### src/rtl/load_store_unit.sv
// load_store_unit
//   Bridges Decode load/store requests onto a req/gnt/rvalid data-memory port.
//   One transaction is in flight at a time. Sub-word stores are lane-replicated,
//   and loads are lane-selected and sign/zero-extended. A watchdog aborts any
//   transaction that stays in REQ or WAIT too long.
//
// Ports
//   clock, reset          rising-edge clock, asynchronous active-high reset
//   en_lsu_ip             load/store request from Decode
//   lsu_operator_ip[2:0]  LW=0 LH=1 LB=2 LHU=3 LBU=4 SW=5 SH=6 SB=7
//   addr_ip, addr_valid_ip  effective address and its valid flag
//   wdata_ip              store data
//   mem_data_op           extended load data (holds until the next load completes)
//   mem_data_valid_op     1-cycle pulse when a load completes
//   store_done_op         1-cycle pulse when a store completes
//   misaligned_op         1-cycle pulse when a request is rejected for alignment
//   timeout_op            1-cycle pulse when the watchdog aborts a transaction
//   lsu_busy_op           high whenever the FSM is not IDLE
//   data_*                memory port (word address, byte enables, lane data)
//   lsu_state_op          current FSM state (0 IDLE, 1 REQ, 2 WAIT)
//
// Handshake: a request is issued by holding data_req_op high with address,
// we, be and wdata stable. The transfer is accepted on the cycle in which
// data_req_op and data_gnt_ip are both high. The response is the first
// data_rvalid_ip seen in a later cycle; an rvalid in the grant cycle or while
// IDLE is ignored. Every output is driven from a register.

`timescale 1ns/1ps

module load_store_unit #(
  parameter int unsigned TIMEOUT_CYCLES = 255
) (
  input  logic        clock,
  input  logic        reset,
  input  logic        en_lsu_ip,
  input  logic [2:0]  lsu_operator_ip,
  input  logic [31:0] addr_ip,
  input  logic        addr_valid_ip,
  input  logic [31:0] wdata_ip,
  output logic [31:0] mem_data_op,
  output logic        mem_data_valid_op,
  output logic        store_done_op,
  output logic        misaligned_op,
  output logic        timeout_op,
  output logic        lsu_busy_op,
  output logic        data_req_op,
  input  logic        data_gnt_ip,
  output logic [31:0] data_addr_op,
  output logic        data_we_op,
  output logic [3:0]  data_be_op,
  output logic [31:0] data_wdata_op,
  input  logic        data_rvalid_ip,
  input  logic [31:0] data_rdata_ip,
  output logic [1:0]  lsu_state_op
);

  localparam logic [2:0] OP_LW  = 3'd0;
  localparam logic [2:0] OP_LH  = 3'd1;
  localparam logic [2:0] OP_LB  = 3'd2;
  localparam logic [2:0] OP_LHU = 3'd3;
  localparam logic [2:0] OP_LBU = 3'd4;
  localparam logic [2:0] OP_SW  = 3'd5;
  localparam logic [2:0] OP_SH  = 3'd6;
  localparam logic [2:0] OP_SB  = 3'd7;

  // Watchdog value of the last permitted cycle in REQ/WAIT.
  localparam logic [15:0] WDOG_LAST = 16'(TIMEOUT_CYCLES - 1);

  typedef enum logic [1:0] {
    S_IDLE = 2'd0,
    S_REQ  = 2'd1,
    S_WAIT = 2'd2
  } state_t;

  state_t      r_state;
  state_t      w_state_nxt;
  logic [15:0] r_wdog;

  // Latched transaction attributes
  logic [2:0]  r_op;
  logic [1:0]  r_off;

  // Output registers
  logic [31:0] r_mem_data;
  logic        r_mem_valid;
  logic        r_store_done;
  logic        r_misaligned;
  logic        r_timeout;
  logic        r_busy;
  logic        r_req;
  logic [31:0] r_addr;
  logic        r_we;
  logic [3:0]  r_be;
  logic [31:0] r_wdata;

  // Request decode
  logic        w_in_store;
  logic        w_in_misaligned;
  logic [3:0]  w_in_be;
  logic [31:0] w_in_wdata;

  // Events
  logic        w_new_req;
  logic        w_start;
  logic        w_reject;
  logic        w_gnt_evt;
  logic        w_done;
  logic        w_timeout;

  // Next values of the registered outputs
  logic        w_req_nxt;
  logic        w_busy_nxt;
  logic        w_valid_nxt;
  logic        w_store_done_nxt;
  logic        w_mis_nxt;
  logic        w_to_nxt;

  // Load extraction
  logic [7:0]  w_byte;
  logic [15:0] w_half;
  logic [31:0] w_load_data;

  // Incoming request decode: byte enables, store lane data, alignment.
  always_comb begin
    w_in_be         = 4'b0001 << addr_ip[1:0];
    w_in_misaligned = 1'b0;
    w_in_wdata      = wdata_ip;
    w_in_store      = (lsu_operator_ip == OP_SW) || (lsu_operator_ip == OP_SH) ||
                      (lsu_operator_ip == OP_SB);
    case (lsu_operator_ip)
      OP_LW, OP_SW: begin
        w_in_be         = 4'b1111;
        w_in_misaligned = (addr_ip[1:0] != 2'b00);
      end
      OP_LH, OP_LHU, OP_SH: begin
        w_in_be         = addr_ip[1] ? 4'b1100 : 4'b0011;
        w_in_misaligned = addr_ip[0];
      end
      default: ;
    endcase
    case (lsu_operator_ip)
      OP_SH:   w_in_wdata = {2{wdata_ip[15:0]}};
      OP_SB:   w_in_wdata = {4{wdata_ip[7:0]}};
      default: w_in_wdata = wdata_ip;
    endcase
  end

  assign w_new_req = (r_state == S_IDLE) && en_lsu_ip && addr_valid_ip;
  assign w_start   = w_new_req && !w_in_misaligned;
  assign w_reject  = w_new_req && w_in_misaligned;
  assign w_gnt_evt = (r_state == S_REQ) && data_gnt_ip;
  // Only WAIT listens to rvalid, so an rvalid in the grant cycle is dropped.
  assign w_done    = (r_state == S_WAIT) && data_rvalid_ip;
  // A grant or response in the final cycle wins over the abort.
  assign w_timeout = (((r_state == S_REQ) && !data_gnt_ip) ||
                      ((r_state == S_WAIT) && !data_rvalid_ip)) &&
                     (r_wdog == WDOG_LAST);

  // State register and watchdog
  always_ff @(posedge clock or posedge reset) begin
    if (reset) begin
      r_state <= S_IDLE;
      r_wdog  <= '0;
    end else begin
      r_state <= w_state_nxt;
      if (w_start || w_gnt_evt) begin
        r_wdog <= '0;
      end else if (r_state != S_IDLE) begin
        r_wdog <= r_wdog + 16'd1;
      end
    end
  end

  // Next-state logic
  always_comb begin
    w_state_nxt = r_state;
    case (r_state)
      S_IDLE: if (w_start) w_state_nxt = S_REQ;
      S_REQ: begin
        if (data_gnt_ip)    w_state_nxt = S_WAIT;
        else if (w_timeout) w_state_nxt = S_IDLE;
      end
      S_WAIT: begin
        if (data_rvalid_ip) w_state_nxt = S_IDLE;
        else if (w_timeout) w_state_nxt = S_IDLE;
      end
      default: w_state_nxt = S_IDLE;
    endcase
  end

  // Output logic: next values for the output registers
  always_comb begin
    w_req_nxt        = (w_state_nxt == S_REQ);
    w_busy_nxt       = (w_state_nxt != S_IDLE);
    w_valid_nxt      = w_done && !r_we;
    w_store_done_nxt = w_done && r_we;
    w_mis_nxt        = w_reject;
    w_to_nxt         = w_timeout;
  end

  // Pick the addressed lane from the returned word and extend it.
  always_comb begin
    case (r_off)
      2'd0:    w_byte = data_rdata_ip[7:0];
      2'd1:    w_byte = data_rdata_ip[15:8];
      2'd2:    w_byte = data_rdata_ip[23:16];
      default: w_byte = data_rdata_ip[31:24];
    endcase
    w_half = r_off[1] ? data_rdata_ip[31:16] : data_rdata_ip[15:0];
    case (r_op)
      OP_LB:   w_load_data = {{24{w_byte[7]}}, w_byte};
      OP_LBU:  w_load_data = {24'd0, w_byte};
      OP_LH:   w_load_data = {{16{w_half[15]}}, w_half};
      OP_LHU:  w_load_data = {16'd0, w_half};
      default: w_load_data = data_rdata_ip;
    endcase
  end

  // Output registers
  always_ff @(posedge clock or posedge reset) begin
    if (reset) begin
      r_op         <= '0;
      r_off        <= '0;
      r_mem_data   <= '0;
      r_mem_valid  <= 1'b0;
      r_store_done <= 1'b0;
      r_misaligned <= 1'b0;
      r_timeout    <= 1'b0;
      r_busy       <= 1'b0;
      r_req        <= 1'b0;
      r_addr       <= '0;
      r_we         <= 1'b0;
      r_be         <= '0;
      r_wdata      <= '0;
    end else begin
      r_mem_valid  <= w_valid_nxt;
      r_store_done <= w_store_done_nxt;
      r_misaligned <= w_mis_nxt;
      r_timeout    <= w_to_nxt;
      r_busy       <= w_busy_nxt;
      r_req        <= w_req_nxt;
      // Memory-port fields only change on acceptance, so they stay stable in REQ.
      if (w_start) begin
        r_op    <= lsu_operator_ip;
        r_off   <= addr_ip[1:0];
        r_addr  <= {addr_ip[31:2], 2'b00};
        r_we    <= w_in_store;
        r_be    <= w_in_be;
        r_wdata <= w_in_wdata;
      end
      if (w_valid_nxt) begin
        r_mem_data <= w_load_data;
      end
    end
  end

  assign mem_data_op       = r_mem_data;
  assign mem_data_valid_op = r_mem_valid;
  assign store_done_op     = r_store_done;
  assign misaligned_op     = r_misaligned;
  assign timeout_op        = r_timeout;
  assign lsu_busy_op       = r_busy;
  assign data_req_op       = r_req;
  assign data_addr_op      = r_addr;
  assign data_we_op        = r_we;
  assign data_be_op        = r_be;
  assign data_wdata_op     = r_wdata;
  assign lsu_state_op      = r_state;

endmodule
### config.mk
export PLATFORM = sky130hd
export DESIGN_NAME = load_store_unit
export DESIGN_NICKNAME = d
export VERILOG_FILES = /design/src/rtl/load_store_unit.sv
export SDC_FILE = /design/constraint.sdc
export NUM_CORES = 1
export LEC_CHECK = 0
export BUFFER_PORTS_ARGS = -buffer_cell sky130_fd_sc_hd__buf_2
export CAP_MARGIN = 0
export CORE_AREA = 2 2 117 119
export CTS_BUF_LIST = sky130_fd_sc_hd__clkbuf_8
export DETAILED_ROUTE_END_ITERATION = 8
export DIE_AREA = 0 0 119 121
export GPL_TIMING_DRIVEN = 0
export PLACE_DENSITY_LB_ADDON = 0.12
export SLEW_MARGIN = 25
export SYNTH_ARGS = -nofsm -noshare
export SYNTH_HDL_FRONTEND = slang
export SYNTH_SLANG_ARGS = --single-unit
### constraint.sdc
create_clock -name clock -period 3.65 [get_ports clock]
set_clock_uncertainty 0.15 [all_clocks]
set_input_delay 0.1825 -clock clock [delete_from_list [all_inputs] [get_ports clock]]
set_output_delay 0.1825 -clock clock [all_outputs]
set_load 0.02 [all_outputs]
# ---- Yosys cells after proc, flatten, opt, wreduce, memory -nomap -nowiden
# Cells that the tools add are included.
dict set report totals {
  reg_bits 128
  latchBits 0
  ramBits 0
  romBits 0
  in_bits 105
  output_inout_bits 109
  elab_cells 74
  mem_count 0
}
dict set report op_classes {
  n_addsub 1
  mul 0
  div_mod_pow 0
  magnitude_cmp 0
  n_eq_ne 15
  shifts 1
  mux 14
  n_bitwise 0
  reduce_logical 28
}
# op n
set ops {}
lappend ops {{$pmux 32 s4} 1}
lappend ops {{$pmux 32 s2} 1}
lappend ops {{$mux 16} 3}
lappend ops {{$pmux 8 s3} 1}
lappend ops {{$add 16x1->16 const B} 1}
lappend ops {{$eq 16x8->1 const B} 1}
lappend ops {{$eq 3x3->1 const B} 4}
lappend ops {{$logic_and 1x1->1} 11}
lappend ops {{$eq 3x2->1 const B} 3}
lappend ops {{$mux 2} 4}
lappend ops {{$pmux 4 s2} 1}
lappend ops {{$reduce_bool 2->1} 4}
lappend ops {{$eq 2x1->1 const B} 3}
lappend ops {{$eq 3x1->1 const B} 2}
lappend ops {{$pmux 2 s3} 1}
lappend ops {{$eq 2x2->1 const B} 2}
lappend ops {{$logic_not 1->1} 4}
lappend ops {{$logic_not 2->1} 2}
lappend ops {{$logic_or 1x1->1} 4}
lappend ops {{$mux 4} 1}
lappend ops {{$shl 1x2->4 const A} 1}
lappend ops {{$logic_not 3->1} 1}
lappend ops {{$reduce_or 3->1} 1}
lappend ops {{$pmux 1 s2} 1}
lappend ops {{$reduce_or 2->1} 1}

# ---- Depth between registers and ports, before layout
dict set report logic_depth {
  word_depth 8
  ltp_mapped 9
  depth_no_buf 6
}

# ---- Worst setup path after synthesis
# Ideal clock, no wire load.
dict set report synth_path {
  path_kind {register to register}
  start {reg r_state[0] (netlist: lsu_state_op[0])}
  end {reg r_wdog[2]}
  setup_time_ns 0.110
  arrival_ns 1.744
  required_time_ns 3.390
  setup_slack_ns 1.646
  path_stages_with_launch 7
  n_path_buf 1
  period_less_slack_ns 2.004
  path_cell_list {dfrtp_1 > clkbuf_2 > and4bb_2 > a41oi_1 > a21boi_0 > o211ai_1 > o41ai_1}
}
dict set report synth_between {
  elab_chain_cells 6
  word_cells_on_any_way 10
  cone_classes {eq/ne (1); mux (1); reduce/logical (8)}
}
# element line_no
set synth_rtl {}
lappend synth_rtl {{from (decl)} 75} ;# state_t r_state;
lappend synth_rtl {{from (signal assigned)} 165} ;# r_state <= w_state_nxt;
lappend synth_rtl {{$logic_not 2->1} 148} ;# assign w_new_req = (r_state == S_IDLE) && en_lsu_ip && addr_valid_ip;
lappend synth_rtl {{$logic_and 1x1->1 (2 in series)} 148}
lappend synth_rtl {{$logic_and 1x1->1} 149} ;# assign w_start = w_new_req && !w_in_misaligned;
lappend synth_rtl {{$logic_or 1x1->1} 166} ;# if (w_start || w_gnt_evt) begin
lappend synth_rtl {{$mux 16 / $reduce_bool 2->1 (equally long branches)} -}
lappend synth_rtl {{to (signal assigned)} 169} ;# r_wdog <= r_wdog + 16'd1;
lappend synth_rtl {{to (decl)} 77} ;# logic [15:0] r_wdog;
# Several ways; a longest one is shown, not always the timed one.
# A chain may end at the register's enable or synchronous reset.

# ---- Final worst setup path
dict set report layout_path {
  start {reg r_state[1] (netlist: lsu_state_op[1])}
  end {reg r_mem_data[11] (netlist: mem_data_op[11])}
}
dict set report layout_between {
  elab_chain_cells 3
}
# element line_no
set layout_rtl {}
lappend layout_rtl {{$eq 2x2->1} 153} ;# assign w_done = (r_state == S_WAIT) && data_rvalid_ip;
lappend layout_rtl {{$logic_and 1x1->1} 153}
lappend layout_rtl {{$logic_and 1x1->1} 195} ;# w_valid_nxt = w_done && !r_we;
lappend layout_rtl {{to (signal assigned)} 252} ;# r_mem_data <= w_load_data;
lappend layout_rtl {{to (decl)} 84} ;# logic [31:0] r_mem_data;
# No other way between the ends.

==> results.txt <==
- The detailed router finished its first iteration with 358 violations.
* Inserted Diodes: 0
- Counting flops with a built-in enable in the synthesized netlist gives 0.
* Number of cells on the critical path: 7
- Met1 capacity usage during global routing: 0.3263
* Number of cell instances on the worst register-to-register path: 7
- The share of total power dissipated in sequential elements is 0.372.
- For this design, the sink count on the clock tree is 128.
- Count of distinct cell types in the synthesized netlist: 56
- Antenna-violating nets left: 0
* FP Rows: 42
- After clock tree synthesis, the clock-pin slew on the worst setup and hold paths is 0.07 ns.
- The internal portion of the total power is 3.717 mW.
* Worst relative slew slack: 0.5324
- Transition at the pin with the smallest max-transition slack: 0.6951 ns
- Entering global routing, the biggest net connects 33 pins.
- Bufs and invs on worst path: 2
- For this run, the leading register cell type out of synthesis is sky130_fd_sc_hd__dfrtp_1.
* Crit end category: flip-flop
* Met3 usage: 0.05498
- Area share of the largest cell type after synthesis: 0.5315
- Area leader, netlist: sky130_fd_sc_hd__dfrtp_1
* Cell chosen for the clock root: sky130_fd_sc_hd__clkbuf_8
- In this run the cell area of the synthesized design comes to 0.006027 sq mm.
* Total Die Area: 0.01440 sq mm
* Synthesis warning total: 0
- Number of nets in the layout: 997
- For this run, the total global-route usage over all layers was measured as 0.2553.
- In this run the power density over the cells is 664.7 mW/mm^2.
- Hold Worst Slack: 0.1551 ns
- Worst Setup Start Kind: flip-flop
- During I/O placement, the number of pins put on the boundary was 214.
- The worst register-to-register path begins at lsu_state_op[1].
* Endpoint of the worst-slack reg-to-reg timing path: mem_data_op[11]
- Number of remaining DRC errors: 0
- Yosys reg bits: 128
- Largest stage delay on the critical path: 0.61 ns
* Comb power frac: 0.410
* Layout overhead on the synthesized area: 48.16%
- Post-cts gate resize count: 0
- Synthesized area per cell: 11.06 sq um
- Fill cells: 1020
- Antenna violations before repair: 0
* Max-cap violation count: 0
- The congestion estimate from routability-driven global placement came to 0.8359.
- Clock latency on the worst-skew pair: 0.44 ns
- Routed WL: 18.18 mm
* Standard cell with the maximum stage delay on the critical path: sky130_fd_sc_hd__dlygate4sd3_1
- Of the total power, the share spent switching nets is 0.3738.
- Starting density of the core: 0.4606
- Unrepaired setup endpoints after global routing: no
* Global route hottest layer: met2
- Synth area leaders: sky130_fd_sc_hd__dfrtp_1 (53%), sky130_fd_sc_hd__mux2_2 (6.5%), sky130_fd_sc_hd__mux2i_1 (4.2%)
- Number of buffers on the longest clock path: 2
- Time the worst path needs with I/O delays and setup: 2.729 ns
- The worst setup path is of the reg -> reg kind.
* CP Cell Sequence: nor2b_1, nand2_1, or2_1, buf_6, nor2_1, a31oi_1, dlygate4sd3_1
- Global-route wire length before repair: 28.72 mm
- The region available for standard cell placement spans 0.01309 sq mm.
- The share of the Yosys chip area taken by registers is 0.5315.
- Tracing the worst setup path back leads to its startpoint at lsu_state_op[1].
* Post-detailed-placement half-perimeter wirelength: 12.50 mm
- Final setup violation count: 0
* Sequential standard cell area: 0.003203 sq mm
- CTS tree: done
- The multi-input combinational cells in the finished layout cover a total of 0.002582 sq mm.
* Deepest level of the CTS H-tree: 4
* Maximum frequency from static timing analysis: 0.3665 GHz
* Max-slew violation count: 0
- Class of the most critical hold timing path: in -> async
- Die Y: 121 microns
- Of all nets on the critical path, the largest fanout is 9.
- Inserted Clock Buffers: 17
- Number of global-route vias before repair: 5705
* Worst setup path end: mem_data_op[11]
* Final period utilization: 0.7476
- The count of buffers added on input and output ports is 209.
- Async SR Flop Fraction: 1.000
- The die is 119 microns wide.
- Family with the most delay on the worst path: simple AND/OR/NAND/NOR gates
- For the final routed database, the setup TNS stands at 0 ns.
- Required time at the endpoint of the critical path: 3.82 ns
- For this design the total switching power over the nets is 2.219 mW.
- Of the total power, the clock network draws 0.218.
- The worst register-to-register path has a setup slack of 0.92 ns.
- The number of hold violations in the final report was 0.
- After global routing the overflow that remains totals 0.
* Number of optimization iterations in the first detailed-route pass: 5
- The run finished with clean final reports.
- Summed over all cells, the static leakage comes to 4.372 nW.
* Fraction of final layout cells sized beyond drive strength 1: 0.3485
* Average wire per cell in the routed design: 16.88 microns
- Data arrival time at the worst-slack endpoint: 2.90 ns
- Overall via count from detail_route: 5641
* Met2 Usage GRT: 0.4239
* Post-detailed-route via-to-cell ratio: 5.238
- Worst vdd rail ir drop: 0.3732 mV
- The cell count after synthesis came out at 545.
==> power groups by stage <==
stage          Sequential [mW]  Combinational (mW)  Clock (mW)
6_report                  2.21                2.44        1.29
3_5_place_dp              2.22                2.27           0
3_3_place_gp              2.19                2.21           0
2_1_floorplan             2.77               0.897           0
5_1_grt                   2.27                2.61        1.39
4_1_cts                   2.20                2.42        1.32
==> timing repair <==
item                                   CTS  global route
setup buffers                            0             0
hold buffers                           112             0
endpoints found under the hold margin  174             0
==> Yosys cell counts, types with 5 or more instances <==
cell                       number
sky130_fd_sc_hd__buf_2         12
sky130_fd_sc_hd__nor2b_1       11
sky130_fd_sc_hd__nand2b_1       7
sky130_fd_sc_hd__buf_4          8
sky130_fd_sc_hd__a21oi_1       23
sky130_fd_sc_hd__o31ai_1        5
sky130_fd_sc_hd__clkbuf_1      10
sky130_fd_sc_hd__nand3_1       18
sky130_fd_sc_hd__o21ai_0       45
sky130_fd_sc_hd__a31oi_1        9
sky130_fd_sc_hd__mux2_2        35
sky130_fd_sc_hd__mux2_1         7
sky130_fd_sc_hd__a221o_1       16
sky130_fd_sc_hd__inv_1          9
sky130_fd_sc_hd__mux4_2         8
sky130_fd_sc_hd__mux2i_1       25
sky130_fd_sc_hd__nand2_1       61
sky130_fd_sc_hd__dfrtp_1      128
sky130_fd_sc_hd__nor2_1        33
sky130_fd_sc_hd__or3_1          6
sky130_fd_sc_hd__a221oi_1       7
==> final cells by class <==
| class | count | share of cell area |
|---|---|---|
| tap | 176 | 0.02466 |
| buffer | 38 | 0.02368 |
| clock inverter | 10 | 0.01625 |
| timing repair buffer | 325 | 0.2525 |
| multi-input combinational | 371 | 0.2892 |
| clock buffer | 20 | 0.03083 |
| sequential | 128 | 0.3587 |
| inverter | 9 | 0.004203 |
==> registers in the layout, indices dropped and copies added, names as in the netlist, 2 cells and up <==
register,cells
data_addr_op,30
data_be_op,4
data_wdata_op,32
lsu_state_op,2
mem_data_op,32
r_off,2
r_op,3
r_wdog,16
==> per-layer routing <==
layer	vias up	part of all wire
li1	2659	-
met1	2692	0.43
met2	251	0.49
met3	39	0.060
met4	0	0.029
met5	-	0
==> how the worst min path moves through the flow <==
stage | end | startpoint | slack (ns) | depth (start not counted)
5_1_grt | timeout_op | reset | 0.17 | 3
4_1_cts | misaligned_op | reset | 0.14 | 3
3_5_place_dp | misaligned_op | reset | 0.07 | 2
3_3_place_gp | data_addr_op[7] | addr_ip[7] | 0.24 | 2
2_1_floorplan | data_be_op[2] | addr_ip[0] | 0.13 | 1
6_report | timeout_op | reset | 0.16 | 3
==> worst min-delay path, stage by stage <==
cell and delay (ns):
sky130_fd_sc_hd__dlygate4sd3_1 0.54, sky130_fd_sc_hd__buf_2 0.13, sky130_fd_sc_hd__clkinvlp_4 0.30
==> layout by cell type (no fill, tap or decap), drive strengths merged, types with 2 or more instances in the layout <==
master       synthesis  layout
or4                  4       4
buf                 27     240
o22a                 2       2
nand2b               8       8
nor3                 4       4
o211ai               4       4
mux4                 8       8
and3                 4       4
or2                  2       2
or3                  6       6
ha                   2       2
mux2                42      42
conb                 1       2
a21oi               23      23
o31ai                5       5
clkbuf              11      31
nor2b               11      11
o21ai               49      49
xnor2                3       3
and2                 2       2
nand3               18      18
nand2               61      61
nor2                33      33
a221oi               7       7
clkinv               0       2
a221o               16      16
bufinv               0       4
inv                  9      12
nand4                3       3
mux2i               25      25
dlygate4sd3          0     112
dfrtp              128     128
a21boi               2       2
xor2                 2       2
o41ai                2       2
a31oi                9       9
a22oi                2       2
==> cells by family (layout without fill, tap and decap cells) <==
| logic type | count (synthesis) | count (layout) | share of synthesized area |
|---|---|---|---|
| AO/OA/AOI/OAI | 127 | 127 | 0.1366 |
| XOR/XNOR | 5 | 5 | 0.007267 |
| adder cells (fa/ha/maj) | 2 | 2 | 0.004151 |
| buffers and inverters | 47 | 402 | 0.04069 |
| flip-flops | 128 | 128 | 0.5315 |
| multiplexers | 75 | 75 | 0.1499 |
| other | 1 | 2 | 0.0006222 |
| AND/OR/NAND/NOR | 160 | 160 | 0.1293 |
==> stage by stage <==
step                      cell area [sq um]  instances    util  power, mW  setup slack, ns
after floorplan                        6035        546       -      3.664            1.646
after global placement                 7301        931  0.5579      4.406           0.9533
after detailed placement               7388        935  0.5646      4.494            1.383
after CTS                              8930       1077  0.6824      5.941           0.9569
after global routing                   8930       1077  0.6824      6.264           0.7008
final                                  8930       1077  0.6824      5.936           0.9212
Note: power is estimated with default switching activity, not from simulation.
